===== config.mk =====
export PLATFORM = sky130hd
export DESIGN_NAME = uc_bcast_queue
export DESIGN_NICKNAME = d
export VERILOG_FILES = /design/src/rtl/uc_pkg.sv /design/src/rtl/uc_rd_port.sv /design/src/rtl/uc_bcast_queue.sv
export SDC_FILE = /design/constraint.sdc
export NUM_CORES = 1
export LEC_CHECK = 0
export CORE_MARGIN = 8
export CORE_UTILIZATION = 50
export CTS_CLUSTER_SIZE = 40
export DETAILED_ROUTE_END_ITERATION = 10
export PLACE_DENSITY_LB_ADDON = 0.12
export SLEW_MARGIN = 10
export SYNTH_ARGS = -nofsm -noshare
export SYNTH_HDL_FRONTEND = slang
export SYNTH_SLANG_ARGS = --single-unit

===== constraint.sdc =====
create_clock -name clk -period 17.82 [get_ports clk]
set_input_delay 5.346 -clock clk [delete_from_list [all_inputs] [get_ports clk]]
set_output_delay 5.346 -clock clk [all_outputs]
set_load 0.01 [all_outputs]

===== src/rtl/uc_pkg.sv =====
// Shared constants and helpers for the unit-clause broadcast queue.
// Literal width follows the unit-clause table length.
package uc_pkg;

  localparam int UC_LENGTH = 512;
  localparam int UC_LIT_W  = $clog2(UC_LENGTH);
  localparam int UCQ_DEPTH = 4;

  typedef logic [UC_LIT_W-1:0] lit_t;

  // One extra wrap bit beyond the index distinguishes full from empty.
  function automatic int ptr_w(input int depth);
    return $clog2(depth) + 1;
  endfunction

endpackage


===== src/rtl/uc_rd_port.sv =====
// One reader channel of the broadcast queue: owns its head pointer and
// reports how many literals it still has to consume.
module uc_rd_port
  import uc_pkg::*;
#(
  parameter int DEPTH = UCQ_DEPTH,
  localparam int PTR_W = ptr_w(DEPTH),
  localparam int IDX_W = PTR_W - 1
) (
  input  logic             i_clk,
  input  logic             i_rst_n,
  input  logic             i_flush,
  input  logic             i_en,
  input  logic             i_pop_ready,
  input  logic [PTR_W-1:0] i_tail,
  output logic             o_pop_valid,
  output logic [IDX_W-1:0] o_idx,
  output logic [PTR_W-1:0] o_occ
);

  logic [PTR_W-1:0] r_head;

  assign o_pop_valid = i_en && (r_head != i_tail);
  assign o_idx       = r_head[IDX_W-1:0];
  assign o_occ       = i_tail - r_head;

  // A disabled or flushed reader tracks the tail so it only ever sees newer literals.
  always_ff @(posedge i_clk or negedge i_rst_n) begin
    if (!i_rst_n) begin
      r_head <= '0;
    end else if (i_flush || !i_en) begin
      r_head <= i_tail;
    end else if (o_pop_valid && i_pop_ready) begin
      r_head <= r_head + 1'b1;
    end
  end

  a_occ_range: assert property (@(posedge i_clk) disable iff (!i_rst_n)
    o_occ <= PTR_W'(DEPTH));

endmodule


===== src/rtl/uc_bcast_queue.sv =====
// Single-writer, multi-reader broadcast queue for unit-clause literals.
// A slot is reusable only once every enabled reader has consumed it.
module uc_bcast_queue
  import uc_pkg::*;
#(
  parameter int DEPTH   = UCQ_DEPTH,
  parameter int LIT_W   = UC_LIT_W,
  parameter int NUM_ENG = 4
) (
  input  logic                            clk,
  input  logic                            rst_n,
  input  logic                            flush,
  input  logic [NUM_ENG-1:0]              eng_en,
  input  logic                            push_valid,
  input  logic [LIT_W-1:0]                push_lit,
  output logic                            push_ready,
  output logic [NUM_ENG-1:0]              pop_valid,
  output logic [NUM_ENG-1:0][LIT_W-1:0]   pop_lit,
  input  logic [NUM_ENG-1:0]              pop_ready,
  output logic                            full,
  output logic                            empty,
  output logic [$clog2(DEPTH):0]          count
);

  localparam int PTR_W = ptr_w(DEPTH);
  localparam int IDX_W = PTR_W - 1;

  logic [LIT_W-1:0]                r_mem [DEPTH];
  logic [PTR_W-1:0]                r_tail;
  logic [NUM_ENG-1:0][IDX_W-1:0]   w_idx;
  logic [NUM_ENG-1:0][PTR_W-1:0]   w_occ;
  logic [PTR_W-1:0]                w_count;
  logic                            w_push_fire;

  assign w_push_fire = push_valid && push_ready;

  always_ff @(posedge clk or negedge rst_n) begin
    if (!rst_n) begin
      r_tail <= '0;
      for (int i = 0; i < DEPTH; i++) r_mem[i] <= '0;
    end else if (w_push_fire) begin
      r_mem[r_tail[IDX_W-1:0]] <= push_lit;
      r_tail <= r_tail + 1'b1;
    end
  end

  for (genvar e = 0; e < NUM_ENG; e++) begin : g_rd
    uc_rd_port #(.DEPTH(DEPTH)) u_rd_port (
      .i_clk       (clk),
      .i_rst_n     (rst_n),
      .i_flush     (flush),
      .i_en        (eng_en[e]),
      .i_pop_ready (pop_ready[e]),
      .i_tail      (r_tail),
      .o_pop_valid (pop_valid[e]),
      .o_idx       (w_idx[e]),
      .o_occ       (w_occ[e])
    );
    assign pop_lit[e] = r_mem[w_idx[e]];
  end

  // Occupancy is governed by the slowest enabled reader.
  always_comb begin
    w_count = '0;
    for (int e = 0; e < NUM_ENG; e++) begin
      if (eng_en[e] && (w_occ[e] > w_count)) w_count = w_occ[e];
    end
  end

  assign count      = w_count;
  assign full       = (w_count == PTR_W'(DEPTH));
  assign empty      = (w_count == '0);
  assign push_ready = !full && !flush;

  a_no_push_full: assert property (@(posedge clk) disable iff (!rst_n)
    w_push_fire |-> !full);

endmodule


==> results of run 1 <==
## worst max-delay path, stage by stage
cell and delay, ps:
clkdlybuf4s50_1 550, nand2_1 70, mux2i_1 200, inv_1 70, ha_1 280, o21ai_0 160, a211oi_4 320, mux2i_1 470
ha_1 350, a31o_2 260, or3_1 380, o21ai_0 110, ha_1 270, nor2b_1 140, o31a_1 310, a22o_1 260
o221ai_2 410, inv_1 110, nor3_1 200, clkdlybuf4s50_1 560
## worst min-delay path by stage
stage,cells after the start,start,end
detailed placement,1,r_mem[6],r_mem[6]
CTS,1,r_mem[6],r_mem[6]
global placement,1,r_mem[0],r_mem[0]
global route,1,r_mem[6],r_mem[6]
floorplan,1,r_mem[10],r_mem[10]
finish,1,r_mem[0],r_mem[0]
## final cells by class
class,count,area [sq um]
Fill cell,596,2930
Multi-Input combinational cell,221,2450
Sequential cell,51,1280
Timing Repair Buffer,67,663
Tap cell,102,128
Clock buffer,5,68.8
Inverter,16,60.1
Clock inverter,3,26.3
## stage by stage
step,std cells,hold WS (ps)
3_3_place_gp,457,546
5_1_grt,465,600
4_1_cts,465,580
6_report,465,581
2_1_floorplan,301,527
3_5_place_dp,457,558
## cell usage after synthesis
master    number
or3_1          1
a31oi_4        1
o31a_1         2
a21o_1         1
and3_1         4
dfrtp_1       51
buf_4          4
o31ai_1        1
a22o_1         1
xor2_1        12
a311oi_1       1
and2_1         3
nor3_1         2
ha_1          25
nand3_1        6
a221oi_4       1
o21a_1         1
a31oi_1        2
a22oi_1        1
nand3b_1       3
inv_1         16
nor2_1         6
o21ai_0       14
xnor2_1        5
mux2i_1        7
mux2_2        38
nor2b_1        5
a211oi_4       1
mux4_2        36
fa_1           4
buf_6          1
or2b_1         1
and3b_1        1
nand2b_1       8
nand2_1       21
a31oi_2        3
o221ai_2       2
clkbuf_1       8
a31o_2         1
## sequential cells by signal (all words and copies together), names as in the netlist
name,count
g_rd.u_rd_port.r_head,12
r_mem,36
r_tail,3
## cell families after synthesis
group | count (synthesis) | synth area share
flops | 51 | 0.331
mux | 81 | 0.339
xor+xnor | 17 | 0.0386
simple gates | 61 | 0.0807
fa+ha+maj | 29 | 0.102
compound gates | 33 | 0.0755
buf+inv | 29 | 0.0340
## layer usage
layer,up-vias,share of wire,track usage,wire (um)
met2,63,0.50,0.285,4620
met4,0,0.016,0.0476,147
li1,1257,-,-,-
met5,-,0,0,0
met3,12,0.045,0.0446,417
met1,1375,0.44,0.227,4110
## cells in the final DEF (no fill, tap or decap), drive strengths merged, types with 2 or more instances in the layout
master,Yosys,layout
clkdlybuf4s50,0,65
dfrtp,51,51
mux2,38,38
mux4,36,36
ha,25,25
nand2,21,21
inv,16,18
o21ai,14,14
xor2,12,12
nand2b,8,8
mux2i,7,7
nor2,6,6
nand3,6,6
a31oi,6,6
nor2b,5,5
xnor2,5,5
clkbuf,8,5
and3,4,4
fa,4,4
and2,3,3
nand3b,3,3
o31a,2,2
nor3,2,2
o221ai,2,2
buf,5,2
==> out/metrics.cfg, run 1 <==
[floorplan]
start_util = 0.508
num_io_pins = 67
num_rows = 32
dieArea_sq_mm = 0.0108
die_w_um = 104
fp.dieH_um = 104
core_sq_mm = 0.00761

[global_route]
grt_pass1_wl_um = 15200
antenna_found_initial = 0
grt-ovfl-total = 0
grt_max_degree = 52
grt_pass1_vias = 2826
track_usage = 0.175

[sta]
max_freq_mhz = 61.8
rsz0062_at_grt = no
hold_violations = 0
relSlewSlack = 0.410
fin_crit_sh = 0.908
period_minus_slack_ps = 16190
tightest_slew_ps = 882
setup_ws_ps = 1630
setup_violations = 0
slew_viol_final = 0
finalClockSkew_ps = 12.5
tns_ps = 0

[detailed_routing]
firstDrtPassIters = 4
postRouteAntennaNets = 0
wl_um = 9290
via_per_inst = 5.82
wl_per_cell_um = 20.0
drc = 0
vias = 2707
drt-initial-drc-count = 160

[critical_path]
r2r-start = r_tail[1]
r2r_end = r_mem[22]
crit_path_start = eng_en[0]
critPathLaunchType = input pin
worstSetupPathType = in2out
r2r_cells = 21
rrSetupSlack_ps = 11020
endpoint = empty
crit_path_end_kind = output port
cp.arrival_ps = 10840
crit_fanout = 7
cp.required_ps = 12470

[finish]
fin_nets = 412
design_area_sq_mm = 0.00468
final_layout_size_suffix_gt1_frac = 0.256
final_util = 0.615
area_delta_synth_final_pct = 21.1
diodes = 0

[synth]
synth_area_sq_mm = 0.00386
syn_inst = 301
synth_top_cell_by_area = dfrtp_1
syn_nets = 351
netlist_top_cells_area = dfrtp_1 (33%), mux4_2 (21%), mux2_2 (11%)
synth-seq-cells = 51
synth_warnings = 0
avgSynthCellArea_sq_um = 12.8
yosysSeqAreaShare = 0.331
synth_top_area_frac = 0.331
synth_cell_type_count = 39

[clock_tree]
clk_pin_slew_worst_paths_ps = 110
clock_sinks = 51
cts-buffers-inserted = 5
tritoncts = yes
cts_resized = 0
root_buffer = clkbuf_8
htree_levels = 2
clock_latency_ps = 310
ctsHoldBuffers = 0
postCtsSetupRepairBufs = 0
clk_path_buf_depth = 2

[place]
post_dp_cell_area_sq_mm = 0.00458
placement.io_buffers = 66
finalWeightedCongestion = 0.842
hpwl_um = 6640
post-place-ws_ps = 1660

[outcome]
status = finished clean

[hold_path]
hp-class = reg2reg

[flow_run]
drv_cap = 0

Power of run 1 is left out: the tool's default activity adds up to more than one toggle a clock period on the data nets, which glitch-free logic cannot reach.
==> run 2: changes to the inputs <==
--- a/config.mk
+++ b/config.mk
@@ -10,6 +10,7 @@
 export CTS_CLUSTER_SIZE = 40
 export DETAILED_ROUTE_END_ITERATION = 10
 export PLACE_DENSITY_LB_ADDON = 0.12
+export SETUP_SLACK_MARGIN = 0.02
 export SLEW_MARGIN = 10
 export SYNTH_ARGS = -nofsm -noshare
 export SYNTH_HDL_FRONTEND = slang
==> results of run 2 <==
The final DEF is identical to that of run 1; final timing and power are the same.
Power of run 2 is left out for the same reason.
